File: config.mk
export PLATFORM = sky130hd
export DESIGN_NAME = up_mem_dump
export DESIGN_NICKNAME = d
export VERILOG_FILES = /design/src/rtl/up_mem_dump.sv
export SDC_FILE = /design/constraint.sdc
export NUM_CORES = 1
export LEC_CHECK = 0
export CAP_MARGIN = 15
export CORE_AREA = 3 3 73 75
export CTS_CLUSTER_SIZE = 8
export DETAILED_ROUTE_END_ITERATION = 8
export DIE_AREA = 0 0 76 78
export PLACE_DENSITY = 0.6
export SYNTH_ARGS = -nofsm -noshare
export SYNTH_HDL_FRONTEND = slang
export SYNTH_SLANG_ARGS = --single-unit
File: constraint.sdc
create_clock -name clk -period 3.1 [get_ports clk]
set_input_delay 0.62 -clock clk [delete_from_list [all_inputs] [get_ports clk]]
set_output_delay 0.62 -clock clk [all_outputs]
set_load 0.02 [all_outputs]
File: src/rtl/up_mem_dump.sv
// up_mem_dump: reads program memory from START_ADDR to LAST_ADDR and sends each byte
// to the UART transmitter over the transmit/busy_tx handshake. An 8-bit running
// checksum byte can optionally follow the last data byte.
module up_mem_dump #(
  parameter int unsigned ADDR_W     = 8,
  parameter int unsigned DATA_W     = 8,
  parameter int unsigned START_ADDR = 0,
  parameter int unsigned LAST_ADDR  = 255,
  parameter bit          SEND_SUM   = 1'b1
) (
  input  logic              clk,
  input  logic              rst,
  input  logic              dump,
  input  logic [DATA_W-1:0] mem_data,
  input  logic              busy_tx,
  output logic [ADDR_W-1:0] mem_addr,
  output logic              mem_rd,
  output logic              transmit,
  output logic [DATA_W-1:0] load_out,
  output logic              active,
  output logic              done
);

  localparam logic [ADDR_W-1:0] StartA = ADDR_W'(START_ADDR);
  localparam logic [ADDR_W-1:0] LastA  = ADDR_W'(LAST_ADDR);

  typedef enum logic [2:0] {
    StIdle, StRd, StLat, StSend, StGap, StWait, StSum, StFin
  } state_e;

  state_e              state_q, state_d;
  logic [ADDR_W-1:0]   addr_q, addr_d;
  logic [DATA_W-1:0]   sum_q, sum_d;
  logic [DATA_W-1:0]   load_q, load_d;
  logic                tx_q, tx_d;
  logic                sum_phase_q, sum_phase_d;  // set while the checksum byte is in flight
  logic                dump_q;

  // State and datapath registers; reset aborts any dump in progress.
  always_ff @(posedge clk or posedge rst) begin
    if (rst) begin
      state_q     <= StIdle;
      addr_q      <= StartA;
      sum_q       <= '0;
      load_q      <= '0;
      tx_q        <= 1'b0;
      sum_phase_q <= 1'b0;
      dump_q      <= 1'b0;
    end else begin
      state_q     <= state_d;
      addr_q      <= addr_d;
      sum_q       <= sum_d;
      load_q      <= load_d;
      tx_q        <= tx_d;
      sum_phase_q <= sum_phase_d;
      dump_q      <= dump;
    end
  end

  // Next-state logic for the read / send / wait walk through memory.
  always_comb begin
    state_d     = state_q;
    addr_d      = addr_q;
    sum_d       = sum_q;
    load_d      = load_q;
    tx_d        = 1'b0;
    sum_phase_d = sum_phase_q;
    unique case (state_q)
      StIdle: begin
        // Only a low->high transition starts a dump; a held level is ignored.
        if (dump && !dump_q) begin
          addr_d      = StartA;
          sum_d       = '0;
          sum_phase_d = 1'b0;
          state_d     = StRd;
        end
      end
      StRd:   state_d = StLat;
      StLat: begin
        load_d  = mem_data;
        sum_d   = sum_q + mem_data;
        state_d = StSend;
      end
      StSend: begin
        if (!busy_tx) begin
          tx_d    = 1'b1;
          state_d = StGap;
        end
      end
      // The transmitter raises busy_tx only after seeing transmit, so skip one cycle.
      StGap:  state_d = StWait;
      StWait: begin
        if (!busy_tx) begin
          if (sum_phase_q) begin
            state_d = StFin;
          end else if (addr_q != LastA) begin
            addr_d  = addr_q + ADDR_W'(1);
            state_d = StRd;
          end else if (SEND_SUM) begin
            state_d = StSum;
          end else begin
            state_d = StFin;
          end
        end
      end
      StSum: begin
        load_d      = sum_q;
        sum_phase_d = 1'b1;
        state_d     = StSend;
      end
      StFin: begin
        addr_d  = StartA;
        state_d = StIdle;
      end
      default: state_d = StIdle;
    endcase
  end

  // Outputs decoded from state; transmit is registered so it is a clean 1-cycle pulse.
  always_comb begin
    mem_addr = addr_q;
    mem_rd   = (state_q == StRd);
    transmit = tx_q;
    load_out = load_q;
    active   = (state_q != StIdle) && (state_q != StFin);
    done     = (state_q == StFin);
  end

endmodule
==> results of run 1 <==
synthesized netlist by cell type (all sizes together):
cell type | number | area, um^2
a211oi | 1 | 7.510
a21o | 2 | 15.01
a21oi | 12 | 60.06
a22o | 7 | 61.31
a31o | 1 | 8.760
a31oi | 4 | 25.02
a32o | 1 | 10.01
a41oi | 1 | 27.53
and2 | 1 | 6.260
and3 | 4 | 35.03
buf | 2 | 8.750
clkbuf | 3 | 11.26
dfrtp | 30 | 750.7
fa | 1 | 20.02
ha | 8 | 100.1
inv | 8 | 30.03
mux2i | 8 | 80.08
nand2 | 24 | 90.09
nand2b | 2 | 12.51
nand3 | 2 | 10.01
nand4 | 1 | 6.260
nand4b | 1 | 8.760
nor2 | 7 | 26.28
nor2b | 1 | 6.260
nor3 | 5 | 25.02
o211ai | 3 | 22.52
o21ai | 20 | 100.1
o21bai | 1 | 7.510
o22ai | 1 | 6.260
o31ai | 2 | 15.01
or2 | 2 | 12.51
or3 | 1 | 6.260
xnor2 | 3 | 26.28
xor2 | 3 | 26.28
how the worst max path moves through the flow:
stage	from	end	slack, ps	cells after the start
floorplan	mem_data[0]	sum_q[6]	890	8
global placement	mem_data[0]	sum_q[6]	360	9
detailed placement	mem_data[0]	sum_q[6]	340	9
CTS	mem_data[0]	sum_q[6]	640	9
global route	mem_data[0]	sum_q[6]	520	9
finish	mem_data[0]	sum_q[6]	640	9
critical path, cell delays in order:
cell and delay (ps):
clkdlybuf4s50_1 420, ha_1 250, fa_1 410, a21o_1 190, a21oi_1 210, o21bai_1 90, a21oi_1 170, xnor2_1 80
a22o_1 190
per-layer routing:
metal,up-vias,GRT usage [%]
met3,4,4.176
li1,701,-
met2,27,19.68
met1,653,16.11
met5,-,0
met4,0,4.891
final cells by class:
class	instances	area (um^2)
fillers	460	2570
multi-input cells	130	864.6
flip-flops and latches	30	750.7
repair buffers	34	332.8
clock buffers	7	86.33
well taps	67	83.83
inverters	8	30.03
clock inverters	1	5.005
kinds of logic after synthesis:
kind of cell / Yosys count / synth area share (%)
buffers and inverters: 13 / 3.005
xor gates and xnor gates: 6 / 3.156
muxes: 8 / 4.809
AOI/OAI and AO/OA: 56 / 22.01
DFF: 30 / 45.08
and+or+nand+nor: 51 / 14.73
adders and majority gates: 9 / 7.213
stage by stage:
stage	hold WS [ps]	instance area (um^2)	util (%)	total power, W
4_1_cts	488.9	2153	45.59	0.001971
5_1_grt	515.6	2153	45.59	0.002111
2_1_floorplan	497.6	1665	-	0.001315
3_3_place_gp	466.9	2062	43.66	0.001630
6_report	483.6	2153	45.59	0.001953
3_5_place_dp	473.9	2062	43.66	0.001634
registers in the layout, summed over array words and instances, names as in the netlist:
register	count
dump_q	1
transmit	1
mem_addr	8
state_q	3
sum_q	8
sum_phase_q	1
load_out	8
power breakdown:
part | switching, W | internal, W | total [W] | leakage [nW]
Sequential | 0.000126 | 0.000533 | 0.000659 | 0.387
Combinational | 0.000517 | 0.000452 | 0.000968 | 0.503
Clock | 0.000147 | 0.000179 | 0.000326 | 0.0482
==> summary.md, run 1 <==
| Metric | Value |
|---|---|
| Routed met2 length | `1594 um` |
| Final period util | `79.47%` |
| Register-to-Register Path Depth | `8` |
| Buffers on Ports | `31` |
| Synth Area per Inst | `9.626 um^2` |
| Placed insts | `269` |
| Power Dens Cells | `906.8 nW/um^2` |
| CP Class | `primary input to flip-flop` |
| # nets final | `230` |
| Number of global-route vias before repair | `1,299` |
| HPWL Detailed | `2491 um` |
| Final Hold Viols | `0` |
| DIE AREA | `5928 um^2` |
| First-pass GRT wire length | `5996 um` |
| FF-to-FF Start | `sum_q[0]` |
| Die width | `76 um` |
| TritonCTS clock tree | `built` |
| Status | `completed` |
| Cells after synthesis | `173` |
| Setup repair after global routing missed its margin | `false` |
| Setup bufs post-CTS | `0` |
| CP arrival | `2630 ps` |
| TritonCTS Buffers | `5` |
| GR Util All Layers | `12.57%` |
| H-Tree Level Count | `2` |
| Metal3 WL | `154 um` |
| Drt pass-1 iters | `4` |
| Worst-path fanout max | `3` |
| CP startpoint kind | `primary input` |
| Share of layout cells above drive strength 1 | `7.619%` |
| WHS Path Cells | `2` |
| Initial Util | `35.26%` |
| Reg2Reg Setup Slack | `1030 ps` |
| Cell Count, Final, Fillers Out | `277` |
| Clk buf depth | `2` |
| Vias | `1,385` |
| Antenna diode count | `0` |
| Final worst slack | `636.5 ps` |
| Finish-stage setup viols | `0` |
| Worst-Skew Late Latency | `280 ps` |
| Post-CTS Hold Buffers | `0` |
| Peak supply drop | `559.5 uV` |
| DR WL/cell | `12.69 um` |
| Relative slew slack | `55.53%` |
| Drt first-iter violations | `67` |
| Slew Limit Fails | `0` |
| Min cycle time layout | `2464 ps` |
| WL final | `3514 um` |
| # resized after CTS | `0` |
| Worst Hold Launch | `load_out[5]` |
| Area added between synthesis and finish | `29.30%` |
| Most common cell after layout, fill and taps aside | `clkdlybuf4s50_1` |
| Die Y-Extent | `78 um` |
| Required time worst endpoint | `3270 ps` |
| Worst-margin pin slew | `662.6 ps` |
| Cell Area, Synth | `1665 um^2` |
| M1 WL | `1720 um` |
| Worst hold endpoint | `load_out[5]` |
| Max Cap Viol | `0` |
| # rows | `25` |
| #FFs+latches synth | `30` |
| Commonest cells after routing, fill and taps aside | `clkdlybuf4s50_1 (31), dfrtp_1 (30), nand2_1 (24)` |
| Clk slew on worst S/H paths | `60 ps` |
| Setup TNS | `0 ps` |
| Root buffer cell | `clkbuf_8` |
| Worst Skew | `3.652 ps` |
| DRT antenna net count | `0` |
| Uppermost layer routed | `met4` |
| Hold Crit Class | `flip-flop to flip-flop` |
| Fmax achieved | `405.9 MHz` |
| GRT overflow | `0` |
| Leak | `0.9384 nW` |
| Vias per inst | `5.000` |
| Synth Net Count | `194` |
| Total clock sinks | `30` |
| Critical path capture point type | `flip-flop` |
| Initial antenna violation count | `0` |
| Core area | `4723 um^2` |
| Pre-CTS WS | `335.7 ps` |
| Boundary Pins | `32` |
| Yosys cell types | `37` |
| Routability cong. | `0.8381` |
| Post-synthesis sequential area ratio | `45.08%` |
| Drt drc | `0` |
| Yosys warnings | `0` |
| Pin count of the biggest net entering global routing | `31` |
| R2r endpoint | `sum_q[6]` |
Power figures use the tool's default switching activity.
==> run 2, diff against run 1 <==
- PLACE_DENSITY: 0.6 -> 0.62
- clock period: 3.1 -> 2.09 ns (I/O delays scaled with it)
==> run 2 against run 1 <==
Effect of this change: hold slack gained 0.87 ps; core utilization grew 3.2 points; non-clock buffer count grew 14; sequential share of layout area shrank 2.3 points; clock skew grew 0.83 ps; design area grew 7.0%; die area is the same; first-iteration DRC count is the same; largest power group unchanged.
==> summary.md, run 2 (synthesis results as in run 1) <==
| Metric | Value |
|---|---|
| Final Hold Viols | `0 (unchanged)` |
| R2r endpoint | `sum_q[6]` |
| Max incr delay on CP | `610 ps (+190 ps)` |
| GRT overflow | `0 (unchanged)` |
| Cell-internal power | `0.001961 W (+69%)` |
| Vias per inst | `4.897 (-2.1%)` |
| Slowest CP cell | `clkdlybuf4s50_1` |
| Share of power burned in registers | `30.2% (-3.5 points)` |
| Switching pwr | `0.001234 W (+56%)` |
| Worst-Skew Late Latency | `280 ps (about the same)` |
| Status | `completed` |
| Critical Path Start | `state_q[0]` |
| Final period util | `96.12%` |
| # rows | `25 (unchanged)` |
| Area of the multi-input gates | `885.9 um^2 (+2.5%)` |
| TritonCTS Buffers | `5 (unchanged)` |
| Worst Skew | `4.477 ps (+0.8251 ps)` |
| DIE AREA | `5928 um^2 (unchanged)` |
| Drt first-iter violations | `67 (unchanged)` |
| Fmax achieved | `497.8 MHz` |
| Register-to-Register Path Depth | `8 (unchanged)` |
| DR WL/cell | `12.87 um (+1.5%)` |
| Antenna diode count | `0 (unchanged)` |
| H-Tree Level Count | `2 (unchanged)` |
| Initial Util | `35.26% (unchanged)` |
| CP startpoint kind | `flip-flop` |
| Setup repair after global routing missed its margin | `false` |
| Initial antenna violation count | `0 (unchanged)` |
| Slew Limit Fails | `0 (unchanged)` |
| Root buffer cell | `clkbuf_8` |
| Power Dens Cells | `1387 nW/um^2 (+53%)` |
| Setup TNS | `0 ps (unchanged)` |
| Max Cap Viol | `0 (unchanged)` |
| Worst Hold Launch | `load_out[5]` |
| Worst hold endpoint | `load_out[5]` |
| Vias | `1,425 (+2.9%)` |
| Die Y-Extent | `78 um (unchanged)` |
| Commonest cells after routing, fill and taps aside | `dfrtp_1 (30), clkdlybuf4s50_1 (27), nand2_1 (24)` |
| Share of layout cells above drive strength 1 | `15.63% (+8.0 points)` |
| WHS Path Cells | `2 (unchanged)` |
| Worst-path fanout max | `9 (+6)` |
| Drt pass-1 iters | `4 (unchanged)` |
| Relative slew slack | `74.34% (+19 points)` |
| CP Class | `flip-flop to primary output` |
| Critical path capture point type | `primary output` |
| Clk buf depth | `2 (unchanged)` |
| Hold Crit Class | `flip-flop to flip-flop` |
| Most common cell after layout, fill and taps aside | `dfrtp_1` |
| Min cycle time layout | `2009 ps` |
| Clk pwr share | `18.2% (+1.5 points)` |
| Die width | `76 um (unchanged)` |
| Number of global-route vias before repair | `1,369 (+5.4%)` |
| Fillers | `452 (-1.7%)` |
| HPWL Detailed | `2617 um (+5.0%)` |
| DRT antenna net count | `0 (unchanged)` |
| Placed insts | `282 (+4.8%)` |
| Leak | `1.040 nW (+11%)` |
| Hold slack | `484.5 ps (+0.8710 ps)` |
| Cell Count, Final, Fillers Out | `291 (+5.1%)` |
| Total clock sinks | `30 (unchanged)` |
| Boundary Pins | `32 (unchanged)` |
| Register area | `750.7 um^2 (unchanged)` |
| GR Util All Layers | `13.87% (+1.3 points)` |
| Required time worst endpoint | `1670 ps (-1600 ps)` |
| FF-to-FF Start | `sum_q[0]` |
| CP arrival | `1590 ps (-1040 ps)` |
| Area added between synthesis and finish | `38.32%` |
| # nets final | `244 (+6.1%)` |
| Clk slew on worst S/H paths | `70 ps (about the same)` |
| Peak supply drop | `501.1 uV (-10%)` |
| Worst-path cell chain | `and3_1, clkdlybuf4s50_1` |
| Post-CTS Hold Buffers | `0 (unchanged)` |
| Finish-stage setup viols | `0 (unchanged)` |
| Drt drc | `0 (unchanged)` |
| TritonCTS clock tree | `built` |
| Reg2Reg Setup Slack | `160 ps (-870 ps)` |
| Buffers on Ports | `31 (unchanged)` |
| Pin count of the biggest net entering global routing | `31 (unchanged)` |
| Switching share of total power | `38.63% (-1.8 points)` |
| Routability cong. | `0.8395 (+0.17%)` |
| First-pass GRT wire length | `6423 um (+7.1%)` |
| WL final | `3746 um (+6.6%)` |
| Worst-margin pin slew | `384.9 ps (-277.7 ps)` |
| Comb pwr share | `51.6% (+2.0 points)` |
| Core area | `4723 um^2 (unchanged)` |
==> run 2: cell types whose count changed in the layout (fill, tap and decap cells not counted), moves of 2 or more <==
| cell | before | now |
|---|---|---|
| ha_1 | 8 | 6 |
| dlymetal6s2s_1 | 0 | 3 |
| buf_4 | 3 | 17 |
| clkdlybuf4s50_1 | 31 | 27 |
==> run 2: area by class of cell <==
class / instances / share of cell area, %
multi-input cells: 130 / 38.46
flip-flops and latches: 30 / 32.59
repair buffers: 48 / 19.28
well taps: 67 / 3.639
clock buffers: 5 / 2.988
clock inverters: 3 / 1.738
inverters: 8 / 1.304
==> run 2: critical path: cells and delay by family, from the launching register on <==
kind                   cells  cell delay [ps]
DFF                        1              490
and+or+nand+nor            1              220
buffers and inverters      1              610
==> run 2: power groups by stage <==
stage               logic [W]  registers (W)  clock network [W]
floorplan            0.000917        0.00103                  0
global placement      0.00161       0.000967                  0
detailed placement    0.00163       0.000969                  0
CTS                   0.00165       0.000963           0.000601
global route          0.00183        0.00100           0.000626
finish                0.00165       0.000965           0.000582
==> run 2: repair_timing <==
item / in CTS / in global routing
pin swaps: 5 / 4
buffers inserted: 1 / 0
resized for setup: 4 / 5
endpoints found under the setup margin: 3 / 4
==> run 2: how the worst max path moves through the flow <==
stage	slack, ps	depth (start not counted)	to
3_3_place_gp	-370	9	sum_q[6]
6_report	80	2	done
3_5_place_dp	-390	9	sum_q[6]
2_1_floorplan	80	8	sum_q[6]
4_1_cts	4	9	sum_q[6]
5_1_grt	7	2	done
==> run 2: metrics by stage <==
stage	instance area [um^2]	total power, W	worst slack [ps]	util [%]
6_report	2303	0.003196	81.12	48.77
3_5_place_dp	2160	0.002597	-392.4	45.72
4_1_cts	2281	0.003217	4.081	48.29
5_1_grt	2303	0.003455	7.427	48.77
2_1_floorplan	1665	0.001950	77.90	-
3_3_place_gp	2160	0.002578	-374.7	45.72
==> run 2: per-layer routing <==
metal	GRT usage, %	wire, um	share of wire, %	vias to the layer above
li1	-	-	-	723
met1	16.91	1754	47	673
met2	21.99	1784	48	27
met3	4.872	168	4.5	2
met4	6.522	38	1.0	0
met5	0	0	0	-
